--- src/rtl/mac_cam_table_pkg.sv ---
// mac_cam_table_pkg: shared types for the source-learning MAC table
package mac_cam_table_pkg;
    localparam int MAC_W = 48;

    typedef enum logic {S_IDLE, S_SCAN} state_type;

    typedef enum logic [1:0] {OP_LOOKUP, OP_LEARN, OP_DELETE} op_type;

    typedef struct packed {
        op_type           op;
        logic [MAC_W-1:0] key;
    } cmd_t;
endpackage

--- src/rtl/mac_cam_table_if.sv ---
// mac_cam_table_if: command/response bus between the orchestrator and the MAC table
interface mac_cam_table_if
    import mac_cam_table_pkg::*;
#(
    parameter int PW = 1
);
    logic             cam_table_match_valid;
    logic [MAC_W-1:0] cam_table_write_data;
    logic             cam_table_write_data_valid;
    logic [PW-1:0]    cam_table_index;
    logic             cam_table_delete_key;
    logic [PW-1:0]    cam_table_match_index;
    logic             cam_table_match_enable;
    logic             cam_table_no_match;
    logic             busy;
    logic             command_overflow;
    logic [31:0]      entry_count;

    modport master (
        output cam_table_match_valid, cam_table_write_data, cam_table_write_data_valid,
               cam_table_index, cam_table_delete_key,
        input  cam_table_match_index, cam_table_match_enable, cam_table_no_match,
               busy, command_overflow, entry_count
    );

    modport slave (
        input  cam_table_match_valid, cam_table_write_data, cam_table_write_data_valid,
               cam_table_index, cam_table_delete_key,
        output cam_table_match_index, cam_table_match_enable, cam_table_no_match,
               busy, command_overflow, entry_count
    );
endinterface

--- src/rtl/mac_cam_table.sv ---
// mac_cam_table: learning MAC table resolving lookup/learn/delete by a one-entry-per-cycle scan
module mac_cam_table
    import mac_cam_table_pkg::*;
#(
    parameter int NUMBER_OF_PORTS = 2,
    parameter int TABLE_DEPTH     = 32
) (
    input logic            clock,
    input logic            reset_n,
    mac_cam_table_if.slave bus
);
    localparam int PW = (NUMBER_OF_PORTS > 1) ? $clog2(NUMBER_OF_PORTS) : 1;
    localparam int IW = $clog2(TABLE_DEPTH);
    localparam int CW = IW + 1;

    state_type              state_q, state_d;
    logic [IW-1:0]          scan_q, scan_d, free_q, free_d, victim_q, victim_d;
    logic                   free_ok_q, free_ok_d;
    cmd_t                   op_q, op_d, hold_q, hold_d, stb_cmd;
    logic [PW-1:0]          idx_q, idx_d, hold_idx_q, hold_idx_d;
    logic                   hold_v_q, hold_v_d;
    logic [TABLE_DEPTH-1:0] valid_q, valid_d;
    logic [MAC_W-1:0]       key_mem [TABLE_DEPTH];
    logic [PW-1:0]          port_mem [TABLE_DEPTH];
    logic                   wr_en;
    logic [IW-1:0]          wr_addr;
    logic                   rsp_v_q, rsp_v_d, rsp_hit_q, rsp_hit_d;
    logic [PW-1:0]          rsp_port_q, rsp_port_d, match_idx_q, match_idx_d;
    logic                   match_en_q, match_en_d, no_match_q, no_match_d;
    logic                   ovf_q, ovf_d, busy_q, busy_d;
    logic [CW-1:0]          count_q, count_d;
    logic                   any_stb, idle, hit, done, cur_free_ok;
    logic [IW-1:0]          cur_free;

    assign any_stb     = bus.cam_table_delete_key | bus.cam_table_write_data_valid | bus.cam_table_match_valid;
    assign idle        = state_q == S_IDLE;
    assign hit         = !idle && valid_q[scan_q] && key_mem[scan_q] == op_q.key;
    assign done        = !idle && (hit || scan_q == IW'(TABLE_DEPTH - 1));
    assign cur_free_ok = free_ok_q || !valid_q[scan_q];
    assign cur_free    = free_ok_q ? free_q : scan_q;

    always_comb begin
        stb_cmd.op  = bus.cam_table_delete_key ? OP_DELETE :
                      bus.cam_table_write_data_valid ? OP_LEARN : OP_LOOKUP;
        stb_cmd.key = bus.cam_table_write_data;
        state_d     = state_q;
        scan_d      = scan_q;
        free_d      = free_q;
        free_ok_d   = free_ok_q;
        victim_d    = victim_q;
        op_d        = op_q;
        idx_d       = idx_q;
        hold_d      = hold_q;
        hold_idx_d  = hold_idx_q;
        hold_v_d    = hold_v_q;
        valid_d     = valid_q;
        count_d     = count_q;
        wr_en       = 1'b0;
        wr_addr     = scan_q;
        rsp_v_d     = 1'b0;
        rsp_hit_d   = hit;
        rsp_port_d  = port_mem[scan_q];
        // lower-priority strobes in the same cycle are dropped
        ovf_d       = (bus.cam_table_delete_key & (bus.cam_table_write_data_valid | bus.cam_table_match_valid)) |
                      (bus.cam_table_write_data_valid & bus.cam_table_match_valid);
        if (!idle) begin
            scan_d = scan_q + IW'(1);
            if (!free_ok_q && !valid_q[scan_q]) begin
                free_ok_d = 1'b1;
                free_d    = scan_q;
            end
            if (done) begin
                state_d = S_IDLE;
                rsp_v_d = op_q.op == OP_LOOKUP;
                if (op_q.op == OP_LEARN) begin
                    wr_en   = 1'b1;
                    wr_addr = hit ? scan_q : cur_free_ok ? cur_free : victim_q;
                    if (!hit && cur_free_ok) begin
                        valid_d[wr_addr] = 1'b1;
                        count_d          = count_q + CW'(1);
                    end
                    if (!hit && !cur_free_ok) victim_d = victim_q + IW'(1);
                end
                if (op_q.op == OP_DELETE && hit) begin
                    valid_d[scan_q] = 1'b0;
                    count_d         = count_q - CW'(1);
                end
            end
        end
        if (idle && (hold_v_q || any_stb)) begin
            op_d      = hold_v_q ? hold_q : stb_cmd;
            idx_d     = hold_v_q ? hold_idx_q : bus.cam_table_index;
            hold_v_d  = 1'b0;
            state_d   = S_SCAN;
            scan_d    = '0;
            free_ok_d = 1'b0;
        end
        // the holding register is freed in the same cycle it dispatches
        if (any_stb && !(idle && !hold_v_q)) begin
            if (!hold_v_q || idle) begin
                hold_d     = stb_cmd;
                hold_idx_d = bus.cam_table_index;
                hold_v_d   = 1'b1;
            end else begin
                ovf_d = 1'b1;
            end
        end
        match_en_d  = rsp_v_q && rsp_hit_q;
        no_match_d  = rsp_v_q && !rsp_hit_q;
        match_idx_d = (rsp_v_q && rsp_hit_q) ? rsp_port_q : '0;
        busy_d      = (state_d != S_IDLE) || hold_v_d;
    end

    always_ff @(posedge clock or negedge reset_n) begin
        if (!reset_n) begin
            state_q     <= S_IDLE;
            scan_q      <= '0;
            free_q      <= '0;
            free_ok_q   <= 1'b0;
            victim_q    <= '0;
            op_q        <= '0;
            idx_q       <= '0;
            hold_q      <= '0;
            hold_idx_q  <= '0;
            hold_v_q    <= 1'b0;
            valid_q     <= '0;
            count_q     <= '0;
            rsp_v_q     <= 1'b0;
            rsp_hit_q   <= 1'b0;
            rsp_port_q  <= '0;
            match_en_q  <= 1'b0;
            no_match_q  <= 1'b0;
            match_idx_q <= '0;
            ovf_q       <= 1'b0;
            busy_q      <= 1'b0;
        end else begin
            state_q     <= state_d;
            scan_q      <= scan_d;
            free_q      <= free_d;
            free_ok_q   <= free_ok_d;
            victim_q    <= victim_d;
            op_q        <= op_d;
            idx_q       <= idx_d;
            hold_q      <= hold_d;
            hold_idx_q  <= hold_idx_d;
            hold_v_q    <= hold_v_d;
            valid_q     <= valid_d;
            count_q     <= count_d;
            rsp_v_q     <= rsp_v_d;
            rsp_hit_q   <= rsp_hit_d;
            rsp_port_q  <= rsp_port_d;
            match_en_q  <= match_en_d;
            no_match_q  <= no_match_d;
            match_idx_q <= match_idx_d;
            ovf_q       <= ovf_d;
            busy_q      <= busy_d;
        end
    end

    always_ff @(posedge clock) begin
        if (wr_en) begin
            key_mem[wr_addr]  <= op_q.key;
            port_mem[wr_addr] <= idx_q;
        end
    end

    assign bus.cam_table_match_index  = match_idx_q;
    assign bus.cam_table_match_enable = match_en_q;
    assign bus.cam_table_no_match     = no_match_q;
    assign bus.busy                   = busy_q;
    assign bus.command_overflow       = ovf_q;
    assign bus.entry_count            = 32'(count_q);
endmodule
--- src/flat_wrapper.sv ---
// flat-port wrapper written by rule: the top's interface ports become plain ports
module mac_cam_table_flat import mac_cam_table_pkg::*;
#(
    parameter int NUMBER_OF_PORTS = 2,
    parameter int TABLE_DEPTH     = 32
)
  (clock, reset_n, bus_cam_table_match_valid, bus_cam_table_write_data, bus_cam_table_write_data_valid, bus_cam_table_index, bus_cam_table_delete_key, bus_cam_table_match_index, bus_cam_table_match_enable, bus_cam_table_no_match, bus_busy, bus_command_overflow, bus_entry_count);
  mac_cam_table_if bus_i ();
  input logic clock;
  input logic reset_n;
  input wire logic [$bits(bus_i.cam_table_match_valid)-1:0] bus_cam_table_match_valid;
  input wire logic [$bits(bus_i.cam_table_write_data)-1:0] bus_cam_table_write_data;
  input wire logic [$bits(bus_i.cam_table_write_data_valid)-1:0] bus_cam_table_write_data_valid;
  input wire logic [$bits(bus_i.cam_table_index)-1:0] bus_cam_table_index;
  input wire logic [$bits(bus_i.cam_table_delete_key)-1:0] bus_cam_table_delete_key;
  output wire logic [$bits(bus_i.cam_table_match_index)-1:0] bus_cam_table_match_index;
  output wire logic [$bits(bus_i.cam_table_match_enable)-1:0] bus_cam_table_match_enable;
  output wire logic [$bits(bus_i.cam_table_no_match)-1:0] bus_cam_table_no_match;
  output wire logic [$bits(bus_i.busy)-1:0] bus_busy;
  output wire logic [$bits(bus_i.command_overflow)-1:0] bus_command_overflow;
  output wire logic [$bits(bus_i.entry_count)-1:0] bus_entry_count;
  assign bus_i.cam_table_match_valid = bus_cam_table_match_valid;
  assign bus_i.cam_table_write_data = bus_cam_table_write_data;
  assign bus_i.cam_table_write_data_valid = bus_cam_table_write_data_valid;
  assign bus_i.cam_table_index = bus_cam_table_index;
  assign bus_i.cam_table_delete_key = bus_cam_table_delete_key;
  assign bus_cam_table_match_index = bus_i.cam_table_match_index;
  assign bus_cam_table_match_enable = bus_i.cam_table_match_enable;
  assign bus_cam_table_no_match = bus_i.cam_table_no_match;
  assign bus_busy = bus_i.busy;
  assign bus_command_overflow = bus_i.command_overflow;
  assign bus_entry_count = bus_i.entry_count;
  mac_cam_table #(.NUMBER_OF_PORTS(NUMBER_OF_PORTS), .TABLE_DEPTH(TABLE_DEPTH)) u_core (.clock(clock), .reset_n(reset_n), .bus(bus_i));
endmodule
--- config.mk ---
export PLATFORM = sky130hd
export DESIGN_NAME = mac_cam_table_flat
export DESIGN_NICKNAME = d
export VERILOG_FILES = /design/src/rtl/mac_cam_table_pkg.sv /design/src/rtl/mac_cam_table_if.sv /design/src/rtl/mac_cam_table.sv /design/src/flat_wrapper.sv
export SDC_FILE = /design/constraint.sdc
export NUM_CORES = 1
export LEC_CHECK = 0
export CAP_MARGIN = 10
export CORE_MARGIN = 3
export CORE_UTILIZATION = 30
export CTS_BUF_LIST = sky130_fd_sc_hd__clkbuf_16
export DETAILED_ROUTE_END_ITERATION = 6
export GPL_TIMING_DRIVEN = 0
export PLACE_DENSITY = 0.41
export SLEW_MARGIN = 15
export SYNTH_ARGS = -nofsm -noshare
export SYNTH_HDL_FRONTEND = slang
export SYNTH_SLANG_ARGS = --single-unit
--- constraint.sdc ---
create_clock -name clock -period 17.74 [get_ports clock]
set_input_delay 4.435 -clock clock [delete_from_list [all_inputs] [get_ports clock]]
set_output_delay 4.435 -clock clock [all_outputs]
set_load 0.01 [all_outputs]
**After elaboration in Yosys (flattened, before gate mapping)**

Memory sizes are Yosys's and may differ from the RTL's. A register that Yosys moved wholly into a read port is not among the register bits.
Index checks and enable logic that the tools add are counted.
Widths: inputs -> output; s select.

- Memory bits (writable): 1,568
- Word-level logic and storage cells: 128
- Memories: 2
- Input port bits: 54
- Register bits: 165

Memories:

| memory | words | bits a word | rd ports | clocked after memory_dff | write ports | RTL line | text |
|---|---|---|---|---|---|---|---|
| u_core.key_mem | 32 | 48 | 1 | 0 | 1 | mac_cam_table.sv:23 | `logic [MAC_W-1:0] key_mem [TABLE_DEPTH];` |
| u_core.port_mem | 32 | 1 | 1 | 1 | 1 | mac_cam_table.sv:24 | `logic [PW-1:0] port_mem [TABLE_DEPTH];` |

- Add/subtract/negate cells: 4
- Bitwise gates (word level): 10
- $lt $le $gt $ge: 4
- Eq/ne operators: 4
- Multiplexer cells: 45
- Reductions and logical operators: 38

Operators by type and width:

| kind | count |
|---|---|
| $mux 32 | 5 |
| $mux 50 | 1 |
| $eq 48x48->1 | 1 |
| $mux 5 | 8 |
| $and 32x32->32 | 1 |
| $not 32->32 | 1 |
| $or 32x32->32 | 1 |
| $mux 1 | 24 |
| $mux 6 | 3 |
| $logic_and 1x1->1 | 14 |
| $lt 5x6->1 const B | 2 |
| $add 5x1->5 const B | 2 |
| $demux 1 s5 | 2 |
| $ge 5x1->1 const B | 2 |
| $logic_not 1->1 | 8 |
| $reduce_and 2->1 | 4 |
| $reduce_and 4->1 | 2 |
| $reduce_bool 2->1 | 4 |
| $add 6x1->6 const B | 1 |
| $sub 6x1->6 const B | 1 |
| $bmux 1 s5 | 1 |
| $eq 5x5->1 const B | 1 |
| $logic_or 1x1->1 | 5 |
| $or 1x1->1 | 4 |
| other kinds (6) | 7 |

**Depth between registers and ports, before layout**

Gate-level depths: netlist (run 1).

- Word-level depth: 17
- Mapped depth: 23
- Depth with buffers taken out: 16

**Worst setup path after synthesis (run 1)**

No wires, ideal clock.

- Path kind: flip-flop to flip-flop
- Start: reg u_core.scan_q[1]
- End: mem u_core.key_mem[22][0], enable pin
- Buffers on the path: 7
- Clock period less this slack: 8.750 ns
- Required time: 17.162 ns
- Data arrival time: 8.171 ns
- Cell stages (with the launch flop): 19
- Path slack: 8.990 ns
- Cells stage by stage: dfrtp_1 -> buf_6 -> buf_6 -> buf_2 -> buf_2 -> mux2i_1 -> o22ai_1 -> nor4_1 -> a21o_1 -> nand4_1 -> nor4_2 -> nand4b_4 -> nor3_4 -> buf_6 -> nor2_2 -> buf_6 -> o2bb2ai_2 -> buf_6 -> nor4_1

- Cells in the longest elaborated chain, start to end: 10
- Elaborated cells on any way between the ends: 21
- Those cells by class: 2 x eq/ne; 12 x mux; 6 x reduce/logical; 1 x memory

Ends and longest elaborated chain:

| what | RTL line | text |
|---|---|---|
| start: declaration | mac_cam_table.sv:17 | `logic [IW-1:0] scan_q, scan_d, free_q, free_d, victim_q, victim_d;` |
| start signal: assignment | mac_cam_table.sv:138 | `scan_q <= scan_d;` |
| parallel branches: the longest is 10 deep, another holds $mem_v2 32x48 | - |  |
| end: declaration | mac_cam_table.sv:23 |  |

Several ways; the timed one is not identified. The select of a mux whose other input is x is not followed.

**Final worst setup path (run 1)**

- Start: reg u_core.scan_q[1]
- End: mem u_core.key_mem[15][34], enable pin

The elaborated chain is that of the path after synthesis.

==> metrics, run 1 <==
Final WS setup 8.55 ns; Final Critical Period 9.19 ns; GRT Resource Usage Total 24.0%; Avg Cell Area, Syn 17.5 um2; Max VDD drop 0.0997 mV; setup violators final 0; drt wl/cell 36.7 um; CP max stage delay 0.95 ns; layout cells sized above 1 24.0%; vias in the first global route 41000; unrepaired setup endpoints after global routing no; fin. max-slew vios 0; pwr dens 166 mW/mm2; GR Overflow Total 0; register area 0.0513 mm2; Worst Setup End Kind flop; Fin Hold WS 0.445 ns; crit path DAT 9.71 ns; worst hold path endpoint u_core.bus.cam_table_no_match; Hold Path Class reg2reg; die area 0.235 mm2; initial antenna violation count 13; Register-to-Register Path Depth 21; clk slew on worst S/H paths 0.06 ns; overall power after layout 13.8 mW; DRC Markers 0; Relative slew margins 15.6%; DRT Pass-1 Iters 6; Initial Util 30.2%; status completed; post-CTS setup buffers 0; hold path startpoint u_core.rsp_hit_q; Crit-path slowest cell nor4_2; sequential element share of the synthesized area 74.4%; Synth cell types 84; CTS tree yes; H-tree depth 4; Resize count post-CTS 0; chain of cells forming the critical path buf_6 -> buf_6 -> buf_6 -> buf_2 -> mux2i_1 -> o22ai_1 -> nor4_1 -> nand2_1 -> xor2_1 -> nor4_2 -> nand4_1 -> nor3_2 -> o22a_1 -> o211ai_1 -> nor4_2 -> buf_2 -> buf_2 -> buf_2 -> buf_4 -> buf_4 -> buf_4; Startpoint Class flop; CP most frequent cell buf_2; Worst Path Buf+Inv 10; R2R Path Start u_core.scan_q[1]; Hold Path Stages 1; Critical Path Fanout Max 10; Root Buffer clkbuf_16; pin count of the biggest net entering global routing 91; fillcell total 21500; Seq cells post-synth 1734; area grow syn2layout 20.5%; Pleak 30.6 nW; FFs w/ async S/R, synth 9.57%; Die Y 485 um; buffers added on ports 64; Critical Path RT 18.26 ns; Cell Area, Synth 0.0688 mm2; Final ANT Viol Nets 0; multi-input logic area 0.0163 mm2; final wirelength 289 mm; fin nets 4790; Layout Skew 0.0256 ns; final hold viol count 0; CTS max path bufs 3; critical path's top delay family simple AND/OR/NAND/NOR gates; core region area 0.228 mm2; Crit Reg-Reg Endpoint u_core.key_mem[15][34]; setup slack, reg-to-reg 8.55 ns; max_cap viols 0; clk sink count 1734; Setup Crit Path Kind reg2reg; Die Width 485 um; actual slew at the worst max-slew pin 1.27 ns; hpwl dp 204 mm; vias per inst 5.40; first-pass GRT wire length 381 mm; DR iter-0 viols 5584; hold bufs inserted after CTS 0; I/O Pins 91; vias 42600; Post-synth EDFFs 1568; top_reg_cell synth edfxtp_1; Skew-Pair Late Insertion Delay 0.82 ns; Max Fclk 0.109 GHz; Post-Syn Instances 3937; worst slack, placed 8.77 ns; warnings from Yosys 0; # rows 175; CTS buffer count 184; Tcrit/Tclk final 51.8%; GP Congestion 0.822
==> report_power, final <==
| part | switching [mW] | total (mW) | internal (mW) |
|---|---|---|---|
| combinational | 2.90 | 4.18 | 1.28 |
| sequential | 0.721 | 5.89 | 5.17 |
| clock | 1.67 | 3.72 | 2.05 |
| total | 5.30 | 13.8 | 8.50 |
==> logic make-up (layout without fill, tap and decap cells) <==
kind of cell               count (synthesis)  in the layout  share of synthesized area (%)
xor gates and xnor gates                  22             22                          0.280
AOI/OAI and AO/OA                        606            606                           5.67
other                                      1             30                        0.00545
adders and majority gates                 13             13                          0.240
muxes                                    882            882                           13.4
buffers and inverters                    276           1188                           2.43
and+or+nand+nor                          403            403                           3.50
DFF                                     1734           1734                           74.4
==> cell usage after synthesis (12+ instances only) <==
master,n,share of area (%)
dfrtp_1,166,6.0
nand4_1,28,0.25
a21oi_1,87,0.63
buf_6,38,0.62
o21ai_0,14,0.10
o22ai_1,379,3.4
mux2_2,57,0.93
buf_4,59,0.64
inv_1,25,0.14
edfxtp_1,1568,68
a21o_1,25,0.27
buf_1,13,0.071
mux4_2,28,0.92
buf_2,105,0.76
mux2i_1,795,12
nand3_1,38,0.28
o21a_1,13,0.14
a31oi_1,12,0.11
nor3_1,21,0.15
nor4_1,123,1.1
nor2_1,82,0.45
clkbuf_1,36,0.20
nand2_1,28,0.15
a22oi_1,16,0.17
==> cell type report <==
class,instances,area share (%)
diodes,4,0.0121
plain buffers,251,1.92
clock buffers,188,5.67
flip-flops and latches,1734,61.9
inverters,25,0.113
clock inverters,147,1.18
repair buffers,577,5.06
multi-input cells,1952,19.6
well taps,3009,4.54
==> sequential cells by signal (all words and copies together) (netlist names) <==
name	cells
u_core.hold_idx_q	1
u_core.bus.command_overflow	1
u_core.free_q	5
u_core.port_mem	32
u_core.hold_v_q	1
u_core.bus.busy	1
u_core.idx_q	1
u_core.rsp_hit_q	1
u_core.bus.cam_table_no_match	1
u_core.bus.cam_table_match_enable	1
u_core.rsp_v_q	1
u_core.key_mem	1536
u_core.state_q	1
u_core.rsp_port_q	1
u_core.op_q	50
u_core.bus.cam_table_match_index	1
u_core.scan_q	5
u_core.victim_q	5
u_core.count_q	6
u_core.free_ok_q	1
u_core.hold_q	50
u_core.valid_q	32
==> stage by stage <==
step	cells	instance area (um2)	utilization (%)	TNS, ns
2_1_floorplan	3962	68900	-	0
3_3_place_gp	7035	73300	32.2	-9680.95
3_5_place_dp	7548	77200	33.9	0
4_1_cts	7883	82900	36.4	0
5_1_grt	7883	82900	36.4	0
6_report	7887	82900	36.4	0
==> worst max-delay path by stage <==
stage,end,cells after the start,slack (ns),startpoint
floorplan,u_core.key_mem[22][0],18,8.99,u_core.scan_q[1]
global placement,u_core.key_mem[29][23],17,-7.79,u_core.scan_q[0]
detailed placement,u_core.key_mem[15][12],21,8.77,u_core.scan_q[0]
CTS,u_core.key_mem[15][11],21,8.76,u_core.scan_q[0]
global route,u_core.key_mem[15][11],21,8.67,u_core.scan_q[1]
finish,u_core.key_mem[15][34],21,8.55,u_core.scan_q[1]
==> cells in the final DEF (no fill, tap or decap), types with 12 or more instances in the layout <==
cell,count
clkinv_1,50
nand4_1,28
nand3_1,38
clkbuf_16,188
nor4_1,86
nor4_2,39
nor3_1,20
mux4_2,28
a21o_1,25
buf_4,349
nor2_1,82
clkbuf_1,25
dfrtp_2,42
clkinv_2,26
a22oi_1,16
buf_1,13
conb_1,26
mux2i_1,795
mux2_2,57
o22ai_1,379
a21oi_1,87
inv_1,68
a31oi_1,12
edfxtp_1,1568
o21a_1,13
buf_6,62
nand2_1,28
buf_2,297
dfrtp_1,124
o21ai_0,14
clkdlybuf4s50_1,63
==> worst reg2reg max path, delay by kind of cell (launching register included) <==
family                 cells  cell delay [ns]
AND/OR/NAND/NOR            6             3.75
buffers and inverters     10             3.10
AO/OA/AOI/OAI              3             0.82
flip-flops                 1             0.53
XOR/XNOR                   1             0.37
multiplexers               1             0.32
==> routing by layer <==
layer	global-route usage [%]	share of wire, %	vias to the layer above
met5	0	0.0045	-
met4	5.87	2.6	2
met3	3.46	6.3	360
met2	38.6	47	1819
met1	34.2	44	23000
li1	-	-	17500
Power figures use the tool's default switching activity.
==> run 2: changes to the inputs <==
- clock period: 17.74 -> 9.3 ns (I/O delays scaled with it)
==> results of run 2 <==
The final DEF is identical to that of run 1. Status: completed.
Main changes from that run: setup slack after placement 8.77 ns -> 0.334 ns; setup slack after layout 8.55 ns -> 0.111 ns; register-to-register setup slack 8.55 ns -> 0.11 ns; total power 13.8 mW -> 26.3 mW; worst IR drop on VDD 0.0997 mV -> 0.190 mV
